`config.mk`:
```
export PLATFORM = sky130hd
export DESIGN_NAME = wb_cmd_master
export DESIGN_NICKNAME = d
export VERILOG_FILES = /design/src/rtl/wb_cmd_master.sv
export SDC_FILE = /design/constraint.sdc
export NUM_CORES = 1
export LEC_CHECK = 0
export CORE_ASPECT_RATIO = 2
export CORE_UTILIZATION = 25
export CTS_CLUSTER_DIAMETER = 80
export DETAILED_ROUTE_END_ITERATION = 16
export GPL_TIMING_DRIVEN = 0
export PLACE_DENSITY = 0.6
export SYNTH_ARGS = -nofsm -noshare
export SYNTH_HDL_FRONTEND = slang
export SYNTH_SLANG_ARGS = --single-unit
export TNS_END_PERCENT = 50
```
`constraint.sdc`:
```
create_clock -name wb_clk_i -period 2.64 [get_ports wb_clk_i]
set_clock_uncertainty 0.05 [all_clocks]
set_input_delay 0.792 -clock wb_clk_i [delete_from_list [all_inputs] [get_ports wb_clk_i]]
set_output_delay 0.792 -clock wb_clk_i [all_outputs]
set_load 0.05 [all_outputs]
```
`src/rtl/wb_cmd_master.sv`:
```
// Wishbone classic single-beat initiator driven by a valid/ready command port.
// Each accepted command produces one bus cycle and exactly one response.
// A response reports either the acknowledged data or a bus timeout.
module wb_cmd_master #(
   parameter int unsigned TIMEOUT = 16
) (
   input  logic        wb_clk_i,
   input  logic        wb_rst_n_i,
   input  logic        cmd_valid_i,
   output logic        cmd_ready_o,
   input  logic        cmd_we_i,
   input  logic [3:0]  cmd_sel_i,
   input  logic [31:0] cmd_adr_i,
   input  logic [31:0] cmd_dat_i,
   output logic        rsp_valid_o,
   input  logic        rsp_ready_i,
   output logic [31:0] rsp_dat_o,
   output logic        rsp_err_o,
   output logic        wbm_cyc_o,
   output logic        wbm_stb_o,
   output logic        wbm_we_o,
   output logic [3:0]  wbm_sel_o,
   output logic [31:0] wbm_adr_o,
   output logic [31:0] wbm_dat_o,
   input  logic        wbm_ack_i,
   input  logic [31:0] wbm_dat_i,
   output logic        busy_o
);

   localparam int unsigned TW = 8;
   // Last timer value before expiry; the strobe is then up for TIMEOUT cycles.
   localparam logic [TW-1:0] TMR_LAST = TW'(TIMEOUT - 1);

   typedef enum logic [1:0] {IDLE, BUS, RESP} state_t;

   state_t        state_q;
   logic [TW-1:0] tmr_q;
   logic          cyc_q;
   logic          stb_q;
   logic          we_q;
   logic [3:0]    sel_q;
   logic [31:0]   adr_q;
   logic [31:0]   dat_q;
   logic          rsp_valid_q;
   logic [31:0]   rsp_dat_q;
   logic          rsp_err_q;
   logic          rdy_q;
   logic          busy_q;

   // Command FSM: every output is a register updated alongside the state.
   always_ff @(posedge wb_clk_i or negedge wb_rst_n_i) begin
      if (!wb_rst_n_i) begin
         state_q     <= IDLE;
         tmr_q       <= '0;
         cyc_q       <= 1'b0;
         stb_q       <= 1'b0;
         we_q        <= 1'b0;
         sel_q       <= '0;
         adr_q       <= '0;
         dat_q       <= '0;
         rsp_valid_q <= 1'b0;
         rsp_dat_q   <= '0;
         rsp_err_q   <= 1'b0;
         rdy_q       <= 1'b1;
         busy_q      <= 1'b0;
      end else begin
         case (state_q)
            IDLE: begin
               if (cmd_valid_i) begin
                  state_q <= BUS;
                  tmr_q   <= '0;
                  cyc_q   <= 1'b1;
                  stb_q   <= 1'b1;
                  we_q    <= cmd_we_i;
                  sel_q   <= cmd_sel_i;
                  adr_q   <= cmd_adr_i;
                  dat_q   <= cmd_dat_i;
                  rdy_q   <= 1'b0;
                  busy_q  <= 1'b1;
               end
            end
            BUS: begin
               // Ack takes priority over a timeout expiring in the same cycle.
               if (wbm_ack_i) begin
                  state_q     <= RESP;
                  cyc_q       <= 1'b0;
                  stb_q       <= 1'b0;
                  rsp_valid_q <= 1'b1;
                  rsp_dat_q   <= we_q ? '0 : wbm_dat_i;
                  rsp_err_q   <= 1'b0;
               end else if (tmr_q == TMR_LAST) begin
                  state_q     <= RESP;
                  cyc_q       <= 1'b0;
                  stb_q       <= 1'b0;
                  rsp_valid_q <= 1'b1;
                  rsp_dat_q   <= '0;
                  rsp_err_q   <= 1'b1;
               end else begin
                  tmr_q <= tmr_q + TW'(1);
               end
            end
            RESP: begin
               if (rsp_ready_i) begin
                  state_q     <= IDLE;
                  rsp_valid_q <= 1'b0;
                  rdy_q       <= 1'b1;
                  busy_q      <= 1'b0;
               end
            end
            default: begin
               state_q <= IDLE;
               rdy_q   <= 1'b1;
               busy_q  <= 1'b0;
            end
         endcase
      end
   end

   assign cmd_ready_o = rdy_q;
   assign busy_o      = busy_q;
   assign rsp_valid_o = rsp_valid_q;
   assign rsp_dat_o   = rsp_dat_q;
   assign rsp_err_o   = rsp_err_q;
   assign wbm_cyc_o   = cyc_q;
   assign wbm_stb_o   = stb_q;
   assign wbm_we_o    = we_q;
   assign wbm_sel_o   = sel_q;
   assign wbm_adr_o   = adr_q;
   assign wbm_dat_o   = dat_q;

endmodule
```
After elaboration in Yosys (flattened, before gate mapping)
Cells that the tools add are included.
Widths: inputs -> output; s select.

storage, ports and cells
  word-level logic and storage cells = 58
  output and inout bits = 107
  register bits after elaboration = 116

operators by class
  multiplexer cells = 25
  reductions and logical operators = 11
  equal/unequal tests = 8
  bitwise logic cells = 1
  add/subtract/negate cells = 1

operator list
  cell                 count
  $mux 32              3
  $mux 8               3
  $pmux 8 s2           1
  $reduce_and 3->1     4
  $mux 1               9
  $add 8x1->8 const B  1
  $eq 8x4->1 const B   1
  $mux 2               4
  $ne 2x2->1 const B   4
  $pmux 1 s3           2
  $pmux 2 s3           1
  $reduce_bool 2->1    3
  $pmux 1 s2           2
  $reduce_and 2->1     2
  $reduce_and 4->1     1
  $ne 3x3->1 const B   1
  $eq 2x1->1 const B   1
  $eq 2x2->1 const B   1
  $logic_not 2->1      1
  $not 1->1            1

Depth between registers and ports, before layout
  depth after elaboration = 4
  mapped depth = 6
  gate-level depth less buffers = 6

Worst setup path before layout
OpenSTA, ideal clock, no wires.

  kind = input port to flip-flop
  start point = input cmd_valid_i
  end point = register adr_q[11] (netlist: wbm_adr_o[11])
  stages on the path = 4
  path buffers = 1
  slack = 0.766 ns
  setup time = 0.125 ns
  arrival time = 1.699 ns
  cell sequence = nand2b_1 > nor2_4 > buf_2 > mux2_2

between the ends
  longest elaborated chain between the ends = 1

RTL lines
  element                     RTL line  text
  from (decl)                 9         input logic cmd_valid_i,
  $reduce_and 2->1 (no line)  --
  to (signal assigned)        76        adr_q <= cmd_adr_i;
  to (decl)                   42        logic [31:0] adr_q;

No other way between the ends.
A chain may end at the register's enable or synchronous reset.

Final worst setup path
  start point = register stb_q (netlist: wbm_stb_o)
  end point = output wbm_stb_o

RTL lines
  element                 RTL line  text
  from (decl)             39        logic stb_q;
  from (signal assigned)  56        stb_q <= 1'b0;
  from (signal assigned)  73        stb_q <= 1'b1;
  from (signal assigned)  87        stb_q <= 1'b0;
  to (decl)               20        output logic wbm_stb_o,

No word-level cell between the ends.

==> key figures <==
Power and ir drop
  • Pwr/cell area: 1560 mW/mm^2
  • Leak Pwr: 3.18 nW
  • Worst vdd ir: 0.000692 V
  • Design Power: 11.7 mW

Timing
  • Setup TNS: 0 ns
  • Slew Viols, Final: 0
  • RSZ-0062 raised after global routing: no
  • Tightest Pin Transition: 0.561 ns
  • Fmax: 0.396 GHz
  • Final min period: 2.53 ns
  • Setup ws final: 0.114 ns
  • Final setup viols: 0
  • Final Hold Violating Endpoints: 0
  • Worst hold slack: 0.256 ns
  • Final period utilization: 95.7%
  • Slew headroom: 62.5%

Clock tree
  • CTS Buf Count: 17
  • Reg clk slew, reported paths: 0.05 ns
  • CTS Sinks: 116
  • Post-CTS sizing: 0
  • CTS Hold Buffers Added: 0
  • Depth of the CTS H-tree: 4
  • Clk buf depth: 2
  • Clock latency on the worst-skew pair: 0.41 ns
  • Post CTS Setup Buffer Count: 0
  • Root Buffer: clkbuf_16
  • CTS tree: built

Synthesis
  • Top FF cell, synth: dfrtp_1
  • Yosys reg bits: 116
  • Post-synthesis sequential area ratio: 65.2%
  • Synth Instances: 290
  • Syn Area/Cell: 15.4 sq um
  • Yosys warns: 0
  • Number of synthesized flops with an enable pin: 0
  • Syn Nets: 397
  • Async SR Flop Fraction: 100%
  • Cell variety after synth: 38
  • Mapped Area: 0.00445 sq mm

Cells and area
  • Share of cells above drive strength 1: 21.9%
  • Fin util: 43.3%
  • Antenna diodes: 0
  • Most frequent cells in the layout: clkdlybuf4s50_1 (210), dfrtp_1 (115), mux2_2 (59)
  • Commonest non-fill, non-tap cell in the layout: clkdlybuf4s50_1
  • Final #Nets: 629
  • Filler cells: 1611
  • Layout overhead on the synthesized area: 68.8%

Worst setup path
  • Reg2reg start: state_q[0]
  • Crit path cell chain: buf_4 > clkdlybuf4s50_1
  • Worst Setup SP: wbm_stb_o
  • Critical Path Source Type: flop
  • Worst setup path endpoint: wbm_stb_o
  • Nature of the critical path endpoint: output pin
  • Reg2reg end: wbm_dat_o[30]
  • CP Depth: 2
  • Crit path arrival time: 1.68 ns
  • WS Path Type: flop to output pin
  • Worst stage delay on the critical path: 0.79 ns
  • Reg-to-reg slack, setup: 0.79 ns
  • Crit path max-delay family: buffers and inverters
  • Required time of the critical path: 1.80 ns
  • Buf/Inv on CP: 2
  • Slowest CP cell: clkdlybuf4s50_1
  • Reg2reg path depth: 4
  • Crit Path Max Fanout: 3

Route
  • Initial DRC count: 46
  • DR vias/cell: 4.46
  • Detailed Route WL: 12400 um
  • Drt wl/cell: 16.6 um
  • DRT antenna net count: 0
  • DRC Markers: 0
  • First drt pass iteration count: 4
  • Vias: 3321

Placement
  • IO Port Bufs: 212
  • GP Congestion: 0.751
  • HPWL Detailed: 9470 um
  • Setup WS pre-CTS: -0.0460 ns

Run
  • Max Cap Viol: 0

Global routing
  • Global-route wire length before repair: 18600 um
  • GRT Total Usage: 13.8%
  • Initial antenna violation count: 0
  • Largest net degree at the start of global routing: 73
  • Total gr overflow: 0
  • Vias in the first global route: 3668

Status
  • Status: completed

Die
  • CORE AREA: 0.0174 sq mm
  • Die H: 191 um
  • IO Pins: 213
  • Die X: 96.4 um
  • Full die area: 0.0184 sq mm
  • Initial Util: 25.6%
  • Rows: 68

Worst hold path
  • Hold WC Path Type: primary input to async pin
-- cells in the mapped netlist (2+ instances only) --
cell      number  area, sq um
buf_4          2         15.0
a31oi_1        3         18.8
a22o_1        32          280
dfrtp_1      115         2880
buf_6          3         33.8
mux2_1        10          113
nor2_1         5         18.8
nand2b_1       3         18.8
nor2_4         2         22.5
o211ai_1       3         22.5
nand2_1        9         33.8
mux2_2        59          664
nand3_1        3         15.0
buf_2         10         50.1
a21oi_1        6         30.0
inv_1          3         11.3
-- sequential cells by signal, indices dropped and copies added (netlist names), 2 cells and up --
| signal | flops |
|---|---|
| rsp_dat_o | 32 |
| state_q | 2 |
| tmr_q | 8 |
| wbm_adr_o | 32 |
| wbm_dat_o | 32 |
| wbm_sel_o | 4 |
-- area by class of cell --
type | count | area, sq um | area share [%]
Multi-Input combinational cell | 155 | 1430 | 19.0
Inverter | 4 | 17.5 | 0.233
Buffer | 15 | 98.8 | 1.32
Tap cell | 210 | 263 | 3.50
Clock inverter | 8 | 145 | 1.93
Sequential cell | 116 | 2900 | 38.6
Clock buffer | 24 | 502 | 6.68
Timing Repair Buffer | 213 | 2150 | 28.7
-- where the power goes --
part	switching (mW)	internal (mW)	total, mW
registers	0.448	2.61	3.06
clock network	0.791	1.70	2.49
logic	3.90	2.30	6.19
-- kinds of logic after synthesis --
family	Yosys count	share of synthesized area [%]
buffers and inverters	19	2.61
flip-flops	116	65.2
multiplexers	70	17.7
adder cells (fa/ha/maj)	1	0.281
AO/OA/AOI/OAI	55	10.3
AND/OR/NAND/NOR	29	3.91
-- routing by layer --
metal,part of all wire [%],track usage (%),vias to the layer above
met5,0,0,-
met4,2.8,6.96,0
met3,7.5,4.74,17
met2,57,26.4,154
met1,33,12.2,1627
li1,-,-,1523
-- through the flow --
step           std cells  area [sq um]
2_1_floorplan        290          4450
3_3_place_gp         712          6840
3_5_place_dp         713          6870
4_1_cts              745          7510
5_1_grt              745          7510
6_report             745          7510
-- worst min path at each step --
stage                         end          start  depth (start not counted)
floorplan                tmr_q[7]       tmr_q[7]                          1
global placement    wbm_dat_o[27]  wbm_dat_o[27]                          1
detailed placement  wbm_dat_o[27]  wbm_dat_o[27]                          1
CTS                  rsp_dat_o[8]     wb_rst_n_i                          1
global route         rsp_dat_o[8]     wb_rst_n_i                          1
finish               rsp_dat_o[8]     wb_rst_n_i                          1
No activity file was read; power rests on OpenSTA's default activity.
